$ cat src/rtl/ppu_pkg.sv
// Shared definitions for the PPU CPU-side register block.
// Provides register indices, the VRAM access FSM states, the palette
// page constant and PPUCTRL bit positions.
package ppu_pkg;

   localparam int unsigned VRAM_AW = 14;
   localparam int unsigned DATA_W  = 8;

   // Register index within the 8-byte $2000 mirror
   localparam logic [2:0] REG_CTRL   = 3'd0;
   localparam logic [2:0] REG_STATUS = 3'd2;
   localparam logic [2:0] REG_SCROLL = 3'd5;
   localparam logic [2:0] REG_ADDR   = 3'd6;
   localparam logic [2:0] REG_DATA   = 3'd7;

   // v[13:8] value that redirects $2007 to the palette
   localparam logic [5:0] PAL_PAGE = 6'h3F;

   // PPUCTRL bit positions
   localparam int unsigned CTRL_MAP_BIT = 0;
   localparam int unsigned CTRL_INC_BIT = 2;
   localparam int unsigned CTRL_CHR_BIT = 4;
   localparam int unsigned CTRL_NMI_BIT = 7;

   typedef enum logic [1:0] {
      ST_IDLE    = 2'd0,
      ST_WAIT    = 2'd1,
      ST_ACCESS  = 2'd2,
      ST_CAPTURE = 2'd3
   } vram_state_e;

endpackage

$ cat src/rtl/ppu_vaddr.sv
// VRAM address and scroll sequencing for $2005/$2006 plus v increment.
// Ports: clock/reset; data_i write byte; scroll_wr_i / addr_wr_i register
// writes; toggle_clr_i from $2002 read; inc_en_i with step_i amount;
// v_o current VRAM address; scroll_x_o / scroll_y_o.
module ppu_vaddr
   import ppu_pkg::*;
(
   input  logic               clock,
   input  logic               reset,
   input  logic [DATA_W-1:0]  data_i,
   input  logic               scroll_wr_i,
   input  logic               addr_wr_i,
   input  logic               toggle_clr_i,
   input  logic               inc_en_i,
   input  logic [VRAM_AW-1:0] step_i,
   output logic [VRAM_AW-1:0] v_o,
   output logic [DATA_W-1:0]  scroll_x_o,
   output logic [DATA_W-1:0]  scroll_y_o
);

   logic [VRAM_AW-1:0] v_q, v_d;
   logic [5:0]         t_hi_q, t_hi_d;
   logic               toggle_q, toggle_d;
   logic [DATA_W-1:0]  sx_q, sx_d, sy_q, sy_d;

   // Next-state: two-write sequencing shares one toggle; v wraps at 14 bits
   always_comb begin
      v_d      = v_q;
      t_hi_d   = t_hi_q;
      toggle_d = toggle_q;
      sx_d     = sx_q;
      sy_d     = sy_q;
      if (scroll_wr_i) begin
         if (!toggle_q) sx_d = data_i;
         else           sy_d = data_i;
         toggle_d = !toggle_q;
      end
      if (addr_wr_i) begin
         if (!toggle_q) t_hi_d = data_i[5:0];
         else           v_d    = {t_hi_q, data_i};
         toggle_d = !toggle_q;
      end
      if (inc_en_i)     v_d      = v_q + step_i;
      if (toggle_clr_i) toggle_d = 1'b0;
   end

   always_ff @(posedge clock) begin
      if (reset) begin
         v_q      <= '0;
         t_hi_q   <= '0;
         toggle_q <= 1'b0;
         sx_q     <= '0;
         sy_q     <= '0;
      end else begin
         v_q      <= v_d;
         t_hi_q   <= t_hi_d;
         toggle_q <= toggle_d;
         sx_q     <= sx_d;
         sy_q     <= sy_d;
      end
   end

   assign v_o        = v_q;
   assign scroll_x_o = sx_q;
   assign scroll_y_o = sy_q;

endmodule

$ cat src/rtl/ppu_vram_ctrl.sv
// CPU register file and VRAM port arbiter for the PPU.
// Ports: clock/reset; CPU bus (address, in, rd, we, out, lock_cpu);
// renderer (vblank, render_busy, render_addr); VRAM port (vram_addr,
// vram_in, vram_out, vram_we); palette port (pal_we, pal_idx, pal_d,
// pal_q); decoded state (chrpage, mappage, scroll_x, scroll_y, nmi).
module ppu_vram_ctrl
   import ppu_pkg::*;
#(
   parameter int unsigned INC_ROW = 32
) (
   input  logic               clock,
   input  logic               reset,
   input  logic [15:0]        address,
   input  logic [DATA_W-1:0]  in,
   input  logic               rd,
   input  logic               we,
   output logic [DATA_W-1:0]  out,
   output logic               lock_cpu,
   input  logic               vblank,
   input  logic               render_busy,
   input  logic [VRAM_AW-1:0] render_addr,
   output logic [VRAM_AW-1:0] vram_addr,
   input  logic [DATA_W-1:0]  vram_in,
   output logic [DATA_W-1:0]  vram_out,
   output logic               vram_we,
   output logic               pal_we,
   output logic [4:0]         pal_idx,
   output logic [5:0]         pal_d,
   input  logic [5:0]         pal_q,
   output logic               chrpage,
   output logic               mappage,
   output logic [DATA_W-1:0]  scroll_x,
   output logic [DATA_W-1:0]  scroll_y,
   output logic               nmi
);

   vram_state_e        state_q;
   logic [DATA_W-1:0]  ctrl_q, buf_q, out_q, wdata_q;
   logic               op_wr_q, vflag_q, vblank_q;
   logic [VRAM_AW-1:0] v;
   logic [VRAM_AW-1:0] step;
   logic [2:0]         reg_idx;
   logic               sel_c, data_acc_c, pal_acc_c, vram_start_c, status_rd_c;
   logic               unused_bits_c;

   // Requests are only taken in IDLE, so a request still held in CAPTURE is ignored
   assign reg_idx      = address[2:0];
   assign sel_c        = !reset && (state_q == ST_IDLE) && (address[15:13] == 3'b001) && (rd || we);
   assign data_acc_c   = sel_c && (reg_idx == REG_DATA);
   assign pal_acc_c    = data_acc_c && (v[13:8] == PAL_PAGE);
   assign vram_start_c = data_acc_c && (v[13:8] != PAL_PAGE);
   assign status_rd_c  = sel_c && !we && (reg_idx == REG_STATUS);
   assign step         = ctrl_q[CTRL_INC_BIT] ? VRAM_AW'(INC_ROW) : VRAM_AW'(1);

   ppu_vaddr u_vaddr (
      .clock        (clock),
      .reset        (reset),
      .data_i       (in),
      .scroll_wr_i  (sel_c && we && (reg_idx == REG_SCROLL)),
      .addr_wr_i    (sel_c && we && (reg_idx == REG_ADDR)),
      .toggle_clr_i (status_rd_c),
      .inc_en_i     (pal_acc_c || (state_q == ST_ACCESS)),
      .step_i       (step),
      .v_o          (v),
      .scroll_x_o   (scroll_x),
      .scroll_y_o   (scroll_y)
   );

   // Registers, vblank flag and VRAM access sequencer
   always_ff @(posedge clock) begin
      if (reset) begin
         state_q  <= ST_IDLE;
         ctrl_q   <= '0;
         buf_q    <= '0;
         out_q    <= '0;
         wdata_q  <= '0;
         op_wr_q  <= 1'b0;
         vflag_q  <= 1'b0;
         vblank_q <= 1'b0;
      end else begin
         vblank_q <= vblank;
         // A vblank rise wins over a same-cycle $2002 clear
         if (vblank && !vblank_q)      vflag_q <= 1'b1;
         else if (!vblank && vblank_q) vflag_q <= 1'b0;
         else if (status_rd_c)         vflag_q <= 1'b0;

         if (sel_c && we && (reg_idx == REG_CTRL)) ctrl_q <= in;
         if (status_rd_c)            out_q <= {vflag_q, 7'b0};
         if (pal_acc_c && !we)       out_q <= {2'b00, pal_q};

         case (state_q)
            ST_IDLE: begin
               if (vram_start_c) begin
                  op_wr_q <= we;
                  wdata_q <= in;
                  state_q <= ST_WAIT;
               end
            end
            ST_WAIT: begin
               if (!render_busy) state_q <= ST_ACCESS;
            end
            ST_ACCESS: begin
               // Reads return the previous buffer and refill it
               if (!op_wr_q) begin
                  buf_q <= vram_in;
                  out_q <= buf_q;
               end
               state_q <= ST_CAPTURE;
            end
            ST_CAPTURE: state_q <= ST_IDLE;
            default:    state_q <= ST_IDLE;
         endcase
      end
   end

   // Renderer always owns the port when busy
   assign vram_addr = render_busy ? render_addr : v;
   assign vram_we   = !reset && (state_q == ST_WAIT) && !render_busy && op_wr_q;
   assign vram_out  = wdata_q;
   assign lock_cpu  = !reset && (vram_start_c || (state_q == ST_WAIT) || (state_q == ST_ACCESS));

   assign pal_we    = pal_acc_c && we;
   assign pal_idx   = v[4:0];
   assign pal_d     = in[5:0];

   assign out       = out_q;
   assign chrpage   = ctrl_q[CTRL_CHR_BIT];
   assign mappage   = ctrl_q[CTRL_MAP_BIT];
   assign nmi       = ctrl_q[CTRL_NMI_BIT] && vflag_q;

   assign unused_bits_c = ^{ctrl_q[6:5], ctrl_q[3], ctrl_q[1], address[12:3]};

endmodule

$ cat config.mk
export PLATFORM = sky130hd
export DESIGN_NAME = ppu_vram_ctrl
export DESIGN_NICKNAME = d
export VERILOG_FILES = /design/src/rtl/ppu_pkg.sv /design/src/rtl/ppu_vaddr.sv /design/src/rtl/ppu_vram_ctrl.sv
export SDC_FILE = /design/constraint.sdc
export NUM_CORES = 1
export LEC_CHECK = 0
export BUFFER_PORTS_ARGS = -buffer_cell sky130_fd_sc_hd__buf_4
export CORE_MARGIN = 3
export CORE_UTILIZATION = 56
export CTS_BUF_LIST = sky130_fd_sc_hd__clkbuf_8
export DETAILED_ROUTE_END_ITERATION = 8
export PLACE_DENSITY = 0.87
export SYNTH_ARGS = -nofsm -noshare
export SYNTH_HDL_FRONTEND = slang
export SYNTH_SLANG_ARGS = --single-unit
$ cat constraint.sdc
create_clock -name clock -period 5.5 [get_ports clock]
set_input_delay 1.1 -clock clock [delete_from_list [all_inputs] [get_ports clock]]
set_output_delay 1.1 -clock clock [all_outputs]
set_load 0.05 [all_outputs]
==> results of run 1 <==
==> cells in the final DEF (no fill, tap or decap), drive strengths merged, types with 3 or more instances in the layout <==
cell    synthesis  layout
ha              7       7
nand2b          3       3
clkinv          0       3
and2            3       3
clkbuf         15       9
a221o           6       6
nand3          23      23
nand4           4       4
o21ai          10      10
buf            17     111
or3             3       3
a21oi          34      34
nand2          52      52
inv            11      13
a221oi          3       3
a32oi           3       3
nand3b          3       3
and3           11      11
nor4            7       7
dfxtp          70      70
nor2           38      38
mux2i          21      21
nor3            6       6
a211oi          4       4
a31oi           5       5
mux2           13      13
o211ai          5       5
or4             3       3
==> stage by stage <==
| step | hold slack, ns | cells | utilization | area [µm²] | setup slack (ns) |
|---|---|---|---|---|---|
| detailed placement | 0.445 | 561 | 0.708 | 4240 | 1.32 |
| global route | 0.481 | 577 | 0.742 | 4450 | 1.13 |
| global placement | 0.438 | 561 | 0.708 | 4240 | 1.38 |
| floorplan | 0.432 | 407 | - | 3480 | 1.32 |
| finish | 0.455 | 577 | 0.742 | 4450 | 1.27 |
| CTS | 0.455 | 577 | 0.742 | 4450 | 1.29 |
==> layout make-up <==
class,count,area (µm²),share of cell area
Inverter,11,41.3,0.00929
Clock buffer,9,124,0.0279
Timing Repair Buffer,111,833,0.187
Multi-Input combinational cell,294,1870,0.421
Clock inverter,7,81.3,0.0183
Tap cell,75,93.8,0.0211
Sequential cell,70,1400,0.315
==> state kept, by name (all words and copies together) (netlist names) <==
name                cells
buf_q                   8
ctrl_q                  4
op_wr_q                 1
out                     8
state_q                 2
u_vaddr.scroll_x_o      8
u_vaddr.scroll_y_o      8
u_vaddr.t_hi_q          6
u_vaddr.toggle_q        1
u_vaddr.v_o            14
vblank_q                1
vflag_q                 1
vram_out                8
==> logic make-up (layout without fill, tap and decap cells) <==
group / after synthesis / in the layout / synth area share
AOI/OAI and AO/OA: 82 / 82 / 0.155
muxes: 34 / 34 / 0.102
DFF: 70 / 70 / 0.402
and+or+nand+nor: 169 / 169 / 0.250
buffers and inverters: 43 / 138 / 0.0610
xor gates and xnor gates: 2 / 2 / 0.00503
adders and majority gates: 7 / 7 / 0.0251
==> routing by layer <==
layer  routed length, µm  part of all wire  global-route usage  vias up
li1                    -                 -                   -     1645
met1                4030              0.42               0.345     1621
met2                4660              0.48               0.457      160
met3                 737             0.076              0.0553       27
met4                 234             0.024               0.105        0
met5                   0                 0                   0        -
==> power by group through the flow <==
stage / clock (mW) / sequential [mW] / combinational (mW)
final: 0.431 / 0.518 / 0.177
after detailed placement: 0 / 0.530 / 0.174
after global routing: 0.453 / 0.519 / 0.188
after global placement: 0 / 0.530 / 0.167
after CTS: 0.432 / 0.519 / 0.175
after floorplan: 0 / 0.530 / 0.111
==> worst register-to-register path: cells and delay by family (launching register included) <==
family	cells	cell delay [ns]
fa+ha+maj	1	0.23
buf+inv	1	0.12
compound gates	1	0.29
simple gates	4	1.74
flops	1	0.33
==> worst paths after layout <==
| check | cells past startpoint | slack (ns) | startpoint | to |
|---|---|---|---|---|
| max | 6 | 1.27 | reset | lock_cpu |
| min | 2 | 0.46 | buf_q[1] | buf_q[1] |
| max reg2reg | 7 | 2.72 | state_q[0] | out[2] |
| min reg2reg | 2 | 0.46 | buf_q[1] | buf_q[1] |
==> impl_metrics.env, run 1 <==
export IMPL_status="complete, no violations"
export IMPL_cp_common_cell="buf_4"
export IMPL_ys_flop_type="dfxtp_1"
export IMPL_cts_resized=0
export IMPL_syn_mean_instance_area_um2=8.56
export IMPL_finalClockSkew_ns=0.00962
export IMPL_synth_most_common_cell="dfxtp_1"
export IMPL_grt_setup_unrepaired="no"
export IMPL_clkLatencyLatePin_ns=0.34
export IMPL_cts_root_buf="clkbuf_8"
export IMPL_grt_usage=0.272
export IMPL_num_vias=3453
export IMPL_initial_core_util=0.582
export IMPL_swShare=0.293
export IMPL_leakagePower_nw=1.77
export IMPL_grt_pass1_vias=3360
export IMPL_switchingPower_mw=0.330
export IMPL_finalSetupViolations=0
export IMPL_routabilityCongestion=0.878
export IMPL_grt_max_degree=71
export IMPL_dp_hpwl_mm=6.86
export IMPL_ant_nets=0
export IMPL_peakVddDrop_mv=0.218
export IMPL_drt_iter0_markers=329
export IMPL_async_reset_ff_frac=0
export IMPL_setup_tns_ns=0
export IMPL_power_mw=1.13
export IMPL_path_max_fanout=70
export IMPL_holdBufCountCts=0
export IMPL_postCtsSetupBuffers=0
export IMPL_p_int_mw=0.796
export IMPL_synth_commonest_cells="dfxtp_1 (70), nand2_1 (52), nor2_1 (37)"
export IMPL_io_pins=121
export IMPL_antenna_found_initial=0
export IMPL_die_h_um=84.9
export IMPL_worstPathRequired_ns=4.40
export IMPL_critPathLaunchType="primary input"
export IMPL_fill_cells=468
export IMPL_synth_cells=407
export IMPL_cp_top_family="simple AND/OR/NAND/NOR gates"
export IMPL_ys_ff_latch=70
export IMPL_path_cells="buf_4 -> nor3b_1 -> and4_1 -> nand2_1 -> a21oi_1 -> buf_4"
export IMPL_power_density_nw_per_um2=253
export IMPL_diodes=0
export IMPL_core_area_um2=5990
export IMPL_combPwrFrac=0.157
export IMPL_ys_warn_count=0
export IMPL_layout_nets=562
export IMPL_syn_num_nets=472
export IMPL_hp_class="reg -> reg"
export IMPL_criticalPathCategory="in -> out"
export IMPL_drive_gt1_frac=0.301
export IMPL_vias_per_cell=5.98
export IMPL_fmax_mhz=236
export IMPL_clkPwrFrac=0.383
export IMPL_worstPathArrival_ns=3.13
export IMPL_grt_overflow=0
export IMPL_drc_errors=0
export IMPL_wl_per_cell_um=16.7
export IMPL_max_slew_margin=0.320
export IMPL_ys_types=56
export IMPL_cts_tree="built"
export IMPL_yosysSeqAreaShare=0.402
export IMPL_grt_pass1_wl_mm=16.0
export IMPL_clkSinkCount=70
export IMPL_p_seq_frac=0.460
export IMPL_max_stage_delay_ns=0.55
export IMPL_synth_edff_count=0
export IMPL_clkSlewWorstSetupHoldPaths_ns=0.08
export IMPL_wl_mm=9.66
export IMPL_drv_cap=0
export IMPL_syn_area_um2=3480
export IMPL_firstDrtPassIters=5
export IMPL_h_tree_depth=3
export IMPL_area_delta_synth_final_pct=27.6
export IMPL_worstSetupEndpointType="output pin"
export IMPL_cts_buffers=9
export IMPL_finalCritPeriodShare=0.770
export IMPL_clockBufferDepth=2
export IMPL_hold_viol_final=0
export IMPL_ys_top_cells_by_area="dfxtp_1 (40%), mux2i_1 (6.0%), nand2_1 (5.6%)"
export IMPL_yosysTopAreaCellShare=0.402
export IMPL_post_route_min_period_ns=4.23
export IMPL_io_buffers=110
export IMPL_slowest_stage="and4_1"
export IMPL_rows=28
export IMPL_die_x_um=84.9
export IMPL_drv_slew=0
export IMPL_cp_buffers_inverters=2
export IMPL_yosys_area_top_type="dfxtp_1"
export IMPL_die_area_um2=7200
export IMPL_tightest_slew_ns=1.01
No activity file was read; power rests on OpenSTA's default activity.
==> run 2, diff against run 1 <==
--- a/config.mk
+++ b/config.mk
@@ -5,12 +5,13 @@
 export SDC_FILE = /design/constraint.sdc
 export NUM_CORES = 1
 export LEC_CHECK = 0
+export ABC_AREA = 1
 export BUFFER_PORTS_ARGS = -buffer_cell sky130_fd_sc_hd__buf_4
 export CORE_MARGIN = 3
-export CORE_UTILIZATION = 56
+export CORE_UTILIZATION = 53
 export CTS_BUF_LIST = sky130_fd_sc_hd__clkbuf_8
 export DETAILED_ROUTE_END_ITERATION = 8
-export PLACE_DENSITY = 0.87
+export PLACE_DENSITY = 0.82
 export SYNTH_ARGS = -nofsm -noshare
 export SYNTH_HDL_FRONTEND = slang
 export SYNTH_SLANG_ARGS = --single-unit
==> constraint.sdc (replaced) <==
create_clock -name clock -period 4.3 [get_ports clock]
set_input_delay 0.86 -clock clock [delete_from_list [all_inputs] [get_ports clock]]
set_output_delay 0.86 -clock clock [all_outputs]
set_load 0.05 [all_outputs]
==> impl_metrics.env, run 2 <==
export IMPL_status="complete, no violations"
export IMPL_worstPathRequired_ns=3.44
export IMPL_dp_hpwl_mm=7.61
export IMPL_path_max_fanout=18
export IMPL_wl_mm=10.1
export IMPL_rr_worst_depth=12
export IMPL_num_vias=3910
export IMPL_synth_cells=574
export IMPL_grt_pass1_wl_mm=16.7
export IMPL_grt_setup_unrepaired="no"
export IMPL_power_density_nw_per_um2=456
export IMPL_rows=29
export IMPL_layout_cells_most_common_list="nand2_1 (137), buf_4 (111), nor2_1 (77)"
export IMPL_grt_overflow=0
export IMPL_routabilityCongestion=0.847
export IMPL_wl_met1_mm=4.31
export IMPL_swShare=0.387
export IMPL_clkLatencyLatePin_ns=0.34
export IMPL_critPathLaunchType="primary input"
export IMPL_final_common_cell="nand2_1"
export IMPL_p_int_mw=1.32
export IMPL_r2r_start="state_q[1]"
export IMPL_post_route_min_period_ns=3.23
export IMPL_diodes=0
export IMPL_worstSetupEndpointType="output pin"
export IMPL_switchingPower_mw=0.831
export IMPL_met3WireLength_um=894
export IMPL_ys_top_cells_by_area="dfxtp_1 (38%), nand2_1 (14%), nand3_1 (7.9%)"
export IMPL_yosys_area_top_type="dfxtp_1"
export IMPL_setup_tns_ns=0
export IMPL_vias_per_cell=5.15
export IMPL_holdWs_ns=0.448
export IMPL_cts_buffers=9
export IMPL_clkPwrFrac=0.268
export IMPL_clkSlewWorstSetupHoldPaths_ns=0.07
export IMPL_cts_resized=0
export IMPL_fmax_mhz=309
export IMPL_leakagePower_nw=2.38
export IMPL_holdBufCountCts=0
export IMPL_syn_mean_instance_area_um2=6.50
export IMPL_ys_flop_type="dfxtp_1"
export IMPL_synth_commonest_cells="nand2_1 (137), nor2_1 (77), inv_1 (72)"
export IMPL_ys_types=26
export IMPL_async_reset_ff_frac=0
export IMPL_dr_wl_met2_mm=4.71
export IMPL_drt_iter0_markers=249
export IMPL_max_stage_delay_ns=0.40
export IMPL_combPwrFrac=0.348
export IMPL_top_layer="met4"
export IMPL_clockBufferDepth=2
export IMPL_die_h_um=89.9
export IMPL_peakVddDrop_mv=0.243
export IMPL_die_area_um2=8080
export IMPL_max_slew_margin=0.506
export IMPL_firstDrtPassIters=5
export IMPL_grt_usage=0.247
export IMPL_tightest_slew_ns=0.736
export IMPL_holdPathEnd="ctrl_q[0]"
export IMPL_finalSetupViolations=0
export IMPL_multiInputGateArea_um2=1870
export IMPL_syn_area_um2=3730
export IMPL_postCtsSetupBuffers=0
export IMPL_clkSinkCount=70
export IMPL_ys_ff_latch=70
export IMPL_syn_num_nets=639
export IMPL_rrSetupSlack_ns=1.70
export IMPL_drv_cap=0
export IMPL_yosysTopAreaCellShare=0.376
export IMPL_io_buffers=110
export IMPL_cts_tree="built"
export IMPL_ant_nets=0
export IMPL_initial_core_util=0.568
export IMPL_criticalPathCategory="in -> out"
export IMPL_antenna_found_initial=0
export IMPL_path_cells="buf_4 -> nor2_1 -> nand2_1 -> nor2_4 -> nand3_1 -> nor2_1 -> buf_4"
export IMPL_drv_slew=0
export IMPL_layout_nets=726
export IMPL_hold_depth=2
export IMPL_grt_pass1_vias=3670
export IMPL_worstHoldStart="ctrl_q[0]"
export IMPL_p_seq_frac=0.384
export IMPL_hold_viol_final=0
export IMPL_worstReg2RegEnd="u_vaddr.v_o[11]"
export IMPL_synth_most_common_cell="nand2_1"
export IMPL_synth_edff_count=0
export IMPL_fill_cells=576
export IMPL_yosysSeqAreaShare=0.376
export IMPL_fin_util=0.717
export IMPL_grt_max_degree=32
export IMPL_hp_class="reg -> reg"
export IMPL_drc_errors=0
export IMPL_ys_warn_count=0
export IMPL_die_x_um=89.9
export IMPL_core_area_um2=6570
export IMPL_cts_root_buf="clkbuf_8"
export IMPL_wl_per_cell_um=13.3
export IMPL_ff_latch_area_um2=1400
export IMPL_slowest_stage="nand3_1"
export IMPL_finalClockSkew_ns=0.00653
export IMPL_drive_gt1_frac=0.209
export IMPL_h_tree_depth=3
export IMPL_worstPathArrival_ns=2.37
export IMPL_largest_reg_flops=14
export IMPL_area_delta_synth_final_pct=26.3
export IMPL_finalCritPeriodShare=0.751
export IMPL_io_pins=121
## run 2: cell types whose count changed after synthesis, sizes merged, moves of 21 or more
cell / change
nand2: +87
inv: +62
o21ai: +44
nor2: +42
nand3: +36
mux2i: -21
## run 2: worst max-delay path: cells and delay by family
family | cells | cell delay (ns)
AND/OR/NAND/NOR | 5 | 1.10
buffers and inverters | 2 | 0.41
## run 2: how the worst max path moves through the flow
| stage | startpoint | end | slack (ns) | depth (start not counted) |
|---|---|---|---|---|
| finish | reset | pal_we | 1.07 | 7 |
| detailed placement | reset | pal_we | 1.08 | 7 |
| global route | reset | pal_we | 0.95 | 7 |
| global placement | reset | pal_we | 1.13 | 7 |
| floorplan | reset | pal_we | 1.07 | 7 |
| CTS | reset | pal_we | 1.08 | 7 |
## run 2: stage by stage
step	worst slack [ns]	power [mW]	cell area [µm²]	std cells
6_report	1.07	2.15	4710	759
5_1_grt	0.955	2.26	4710	759
4_1_cts	1.08	2.15	4710	759
3_5_place_dp	1.08	1.58	4490	743
3_3_place_gp	1.13	1.55	4490	743
2_1_floorplan	1.07	1.37	3730	574
## run 2: layout make-up
class | count | area share
timing repair buffer | 111 | 0.177
multi-input combinational | 395 | 0.396
inverter | 74 | 0.0590
clock buffer | 10 | 0.0292
tap | 93 | 0.0247
sequential | 70 | 0.298
clock inverter | 6 | 0.0165
## run 2: routing by layer
layer  up-vias  track usage
li1       1984            -
met1      1767        0.287
met2       141        0.419
met3        18       0.0918
met4         0       0.0867
met5         -            0
## run 2: logic make-up after synthesis
group	after synthesis	share of synthesized area
AOI/OAI and AO/OA	89	0.121
adders and majority gates	7	0.0235
and+or+nand+nor	291	0.335
muxes	4	0.0121
DFF	70	0.376
buffers and inverters	109	0.124
xor gates and xnor gates	4	0.00940
## run 2: power by group through the flow
stage | clock network, mW | logic, mW | registers, mW
after floorplan | 0 | 0.471 | 0.902
after global placement | 0 | 0.718 | 0.831
after detailed placement | 0 | 0.739 | 0.836
after CTS | 0.579 | 0.745 | 0.822
after global routing | 0.617 | 0.811 | 0.835
final | 0.575 | 0.747 | 0.825
==> run 3, diff against run 2 <==
--- a/config.mk
+++ b/config.mk
@@ -8,10 +8,10 @@
 export ABC_AREA = 1
 export BUFFER_PORTS_ARGS = -buffer_cell sky130_fd_sc_hd__buf_4
 export CORE_MARGIN = 3
-export CORE_UTILIZATION = 53
+export CORE_UTILIZATION = 48
 export CTS_BUF_LIST = sky130_fd_sc_hd__clkbuf_8
 export DETAILED_ROUTE_END_ITERATION = 8
-export PLACE_DENSITY = 0.82
+export PLACE_DENSITY = 0.78
 export SYNTH_ARGS = -nofsm -noshare
 export SYNTH_HDL_FRONTEND = slang
 export SYNTH_SLANG_ARGS = --single-unit
==> constraint.sdc (replaced) <==
create_clock -name clock -period 2.8 [get_ports clock]
set_input_delay 0.56 -clock clock [delete_from_list [all_inputs] [get_ports clock]]
set_output_delay 0.56 -clock clock [all_outputs]
set_load 0.05 [all_outputs]
==> impl_metrics.env, run 3 (synthesis gave the netlist of run 2 again) <==
export IMPL_rows=31
export IMPL_worstPathRequired_ns=2.24
export IMPL_drv_cap=0
export IMPL_combPwrFrac=0.360
export IMPL_final_area_um2=4720
export IMPL_grt_pass1_wl_mm=16.6
export IMPL_fill_cells=687
export IMPL_dpl_cell_area_um2=4540
export IMPL_hold_viol_final=0
export IMPL_grt_usage=0.234
export IMPL_grt_overflow=0
export IMPL_postCtsSetupBuffers=0
export IMPL_final_common_cell="nand2_1"
export IMPL_layout_cells_most_common_list="nand2_1 (137), buf_4 (116), nor2_1 (77)"
export IMPL_cp_top_family="simple AND/OR/NAND/NOR gates"
export IMPL_holdPathEnd="buf_q[0]"
export IMPL_switchingPower_mw=1.27
export IMPL_fin_util=0.637
export IMPL_holdBufCountCts=0
export IMPL_r2r_start="state_q[1]"
export IMPL_core_area_um2=7410
export IMPL_wl_per_cell_um=13.5
export IMPL_slowest_stage="dfxtp_1"
export IMPL_leakagePower_nw=2.37
export IMPL_hold_depth=3
export IMPL_dp_hpwl_mm=7.83
export IMPL_power_density_nw_per_um2=674
export IMPL_drc_errors=0
export IMPL_wl_mm=10.3
export IMPL_area_delta_synth_final_pct=26.5
export IMPL_initial_core_util=0.503
export IMPL_tightest_slew_ns=0.633
export IMPL_worstReg2RegEnd="u_vaddr.v_o[11]"
export IMPL_die_h_um=94.1
export IMPL_cts_root_buf="clkbuf_8"
export IMPL_max_slew_margin=0.577
export IMPL_clkSlewWorstSetupHoldPaths_ns=0.08
export IMPL_firstDrtPassIters=4
export IMPL_path_cells="inv_1 -> ha_1 -> inv_1 -> nor2_1 -> nand2_2 -> nor2_4 -> nand3_1 -> buf_4 -> nor2_1 -> buf_4"
export IMPL_rr_worst_depth=13
export IMPL_clkSinkCount=70
export IMPL_clkPwrFrac=0.242
export IMPL_cts_buffers=9
export IMPL_ant_nets=0
export IMPL_h_tree_depth=3
export IMPL_cts_resized=0
export IMPL_cp_buffers_inverters=4
export IMPL_setup_tns_ns=0
export IMPL_power_mw=3.18
export IMPL_crit_start="state_q[1]"
export IMPL_largest_reg_flops=14
export IMPL_num_vias=3869
export IMPL_worstSetupEndpointType="output pin"
export IMPL_vias_per_cell=5.04
export IMPL_critPathLaunchType="flip-flop"
export IMPL_drv_slew=0
export IMPL_grt_pass1_vias=3691
export IMPL_p_seq_frac=0.398
export IMPL_finalCritPeriodShare=0.901
export IMPL_finalClockSkew_ns=0.0131
export IMPL_die_area_um2=8860
export IMPL_io_pins=121
export IMPL_p_int_mw=1.91
export IMPL_clockBufferDepth=2
export IMPL_status="complete, no violations"
export IMPL_diodes=0
export IMPL_max_stage_delay_ns=0.32
export IMPL_die_x_um=94.1
export IMPL_layout_nets=731
export IMPL_fmax_mhz=396
export IMPL_grt_setup_unrepaired="no"
export IMPL_antenna_found_initial=0
export IMPL_hp_class="in -> reg"
export IMPL_worstHoldStart="vram_in[0]"
export IMPL_routabilityCongestion=0.892
export IMPL_io_buffers=110
export IMPL_cts_tree="built"
export IMPL_path_max_fanout=13
export IMPL_criticalPathCategory="reg -> out"
export IMPL_worstPathArrival_ns=1.96
export IMPL_swShare=0.400
export IMPL_drive_gt1_frac=0.214
export IMPL_peakVddDrop_mv=0.330
export IMPL_grt_max_degree=40
export IMPL_finalSetupViolations=0
export IMPL_clkLatencyLatePin_ns=0.34
export IMPL_drt_iter0_markers=215
export IMPL_post_route_min_period_ns=2.52
export IMPL_rrSetupSlack_ns=0.54
[run 3: worst max-delay path by stage]
stage / endpoint / slack (ns) / cells past startpoint
floorplan: pal_we / 0.17 / 7
global placement: u_vaddr.v_o[12] / 0.48 / 11
detailed placement: u_vaddr.v_o[9] / 0.44 / 11
CTS: pal_we / 0.26 / 10
global route: pal_we / 0.11 / 10
finish: pal_we / 0.28 / 10
[run 3: final cells by class]
cell class | instances | area (µm²) | area share
multi-input combinational | 395 | 1870 | 0.395
clock inverter | 5 | 53.8 | 0.0114
clock buffer | 9 | 124 | 0.0263
timing repair buffer | 116 | 871 | 0.185
tap | 99 | 124 | 0.0263
inverter | 74 | 278 | 0.0589
sequential | 70 | 1400 | 0.297
[run 3: metal layers]
| metal | routed length (µm) | track usage |
|---|---|---|
| met1 | 4520 | 0.283 |
| met2 | 4780 | 0.393 |
| met3 | 877 | 0.0721 |
| met4 | 170 | 0.0794 |
| met5 | 0 | 0 |
[run 3: tightest hold or removal path, cell delays in order]
cell and delay, ns:
buf_4 0.08, nor2_1 0.03, nor2_1 0.08
[run 3: through the flow]
stage                     std cells  setup slack [ns]  hold slack [ns]
after floorplan                 574             0.175            0.424
after global placement          754             0.480            0.434
after detailed placement        754             0.439            0.443
after CTS                       768             0.263            0.437
after global routing            768             0.114            0.449
final                           768             0.277            0.443
[run 3: power groups by stage]
stage	combinational (mW)	sequential (mW)	clock [mW]
floorplan	0.724	1.39	0
global placement	1.12	1.27	0
detailed placement	1.14	1.28	0
CTS	1.15	1.26	0.776
global route	1.25	1.28	0.813
finish	1.15	1.26	0.770
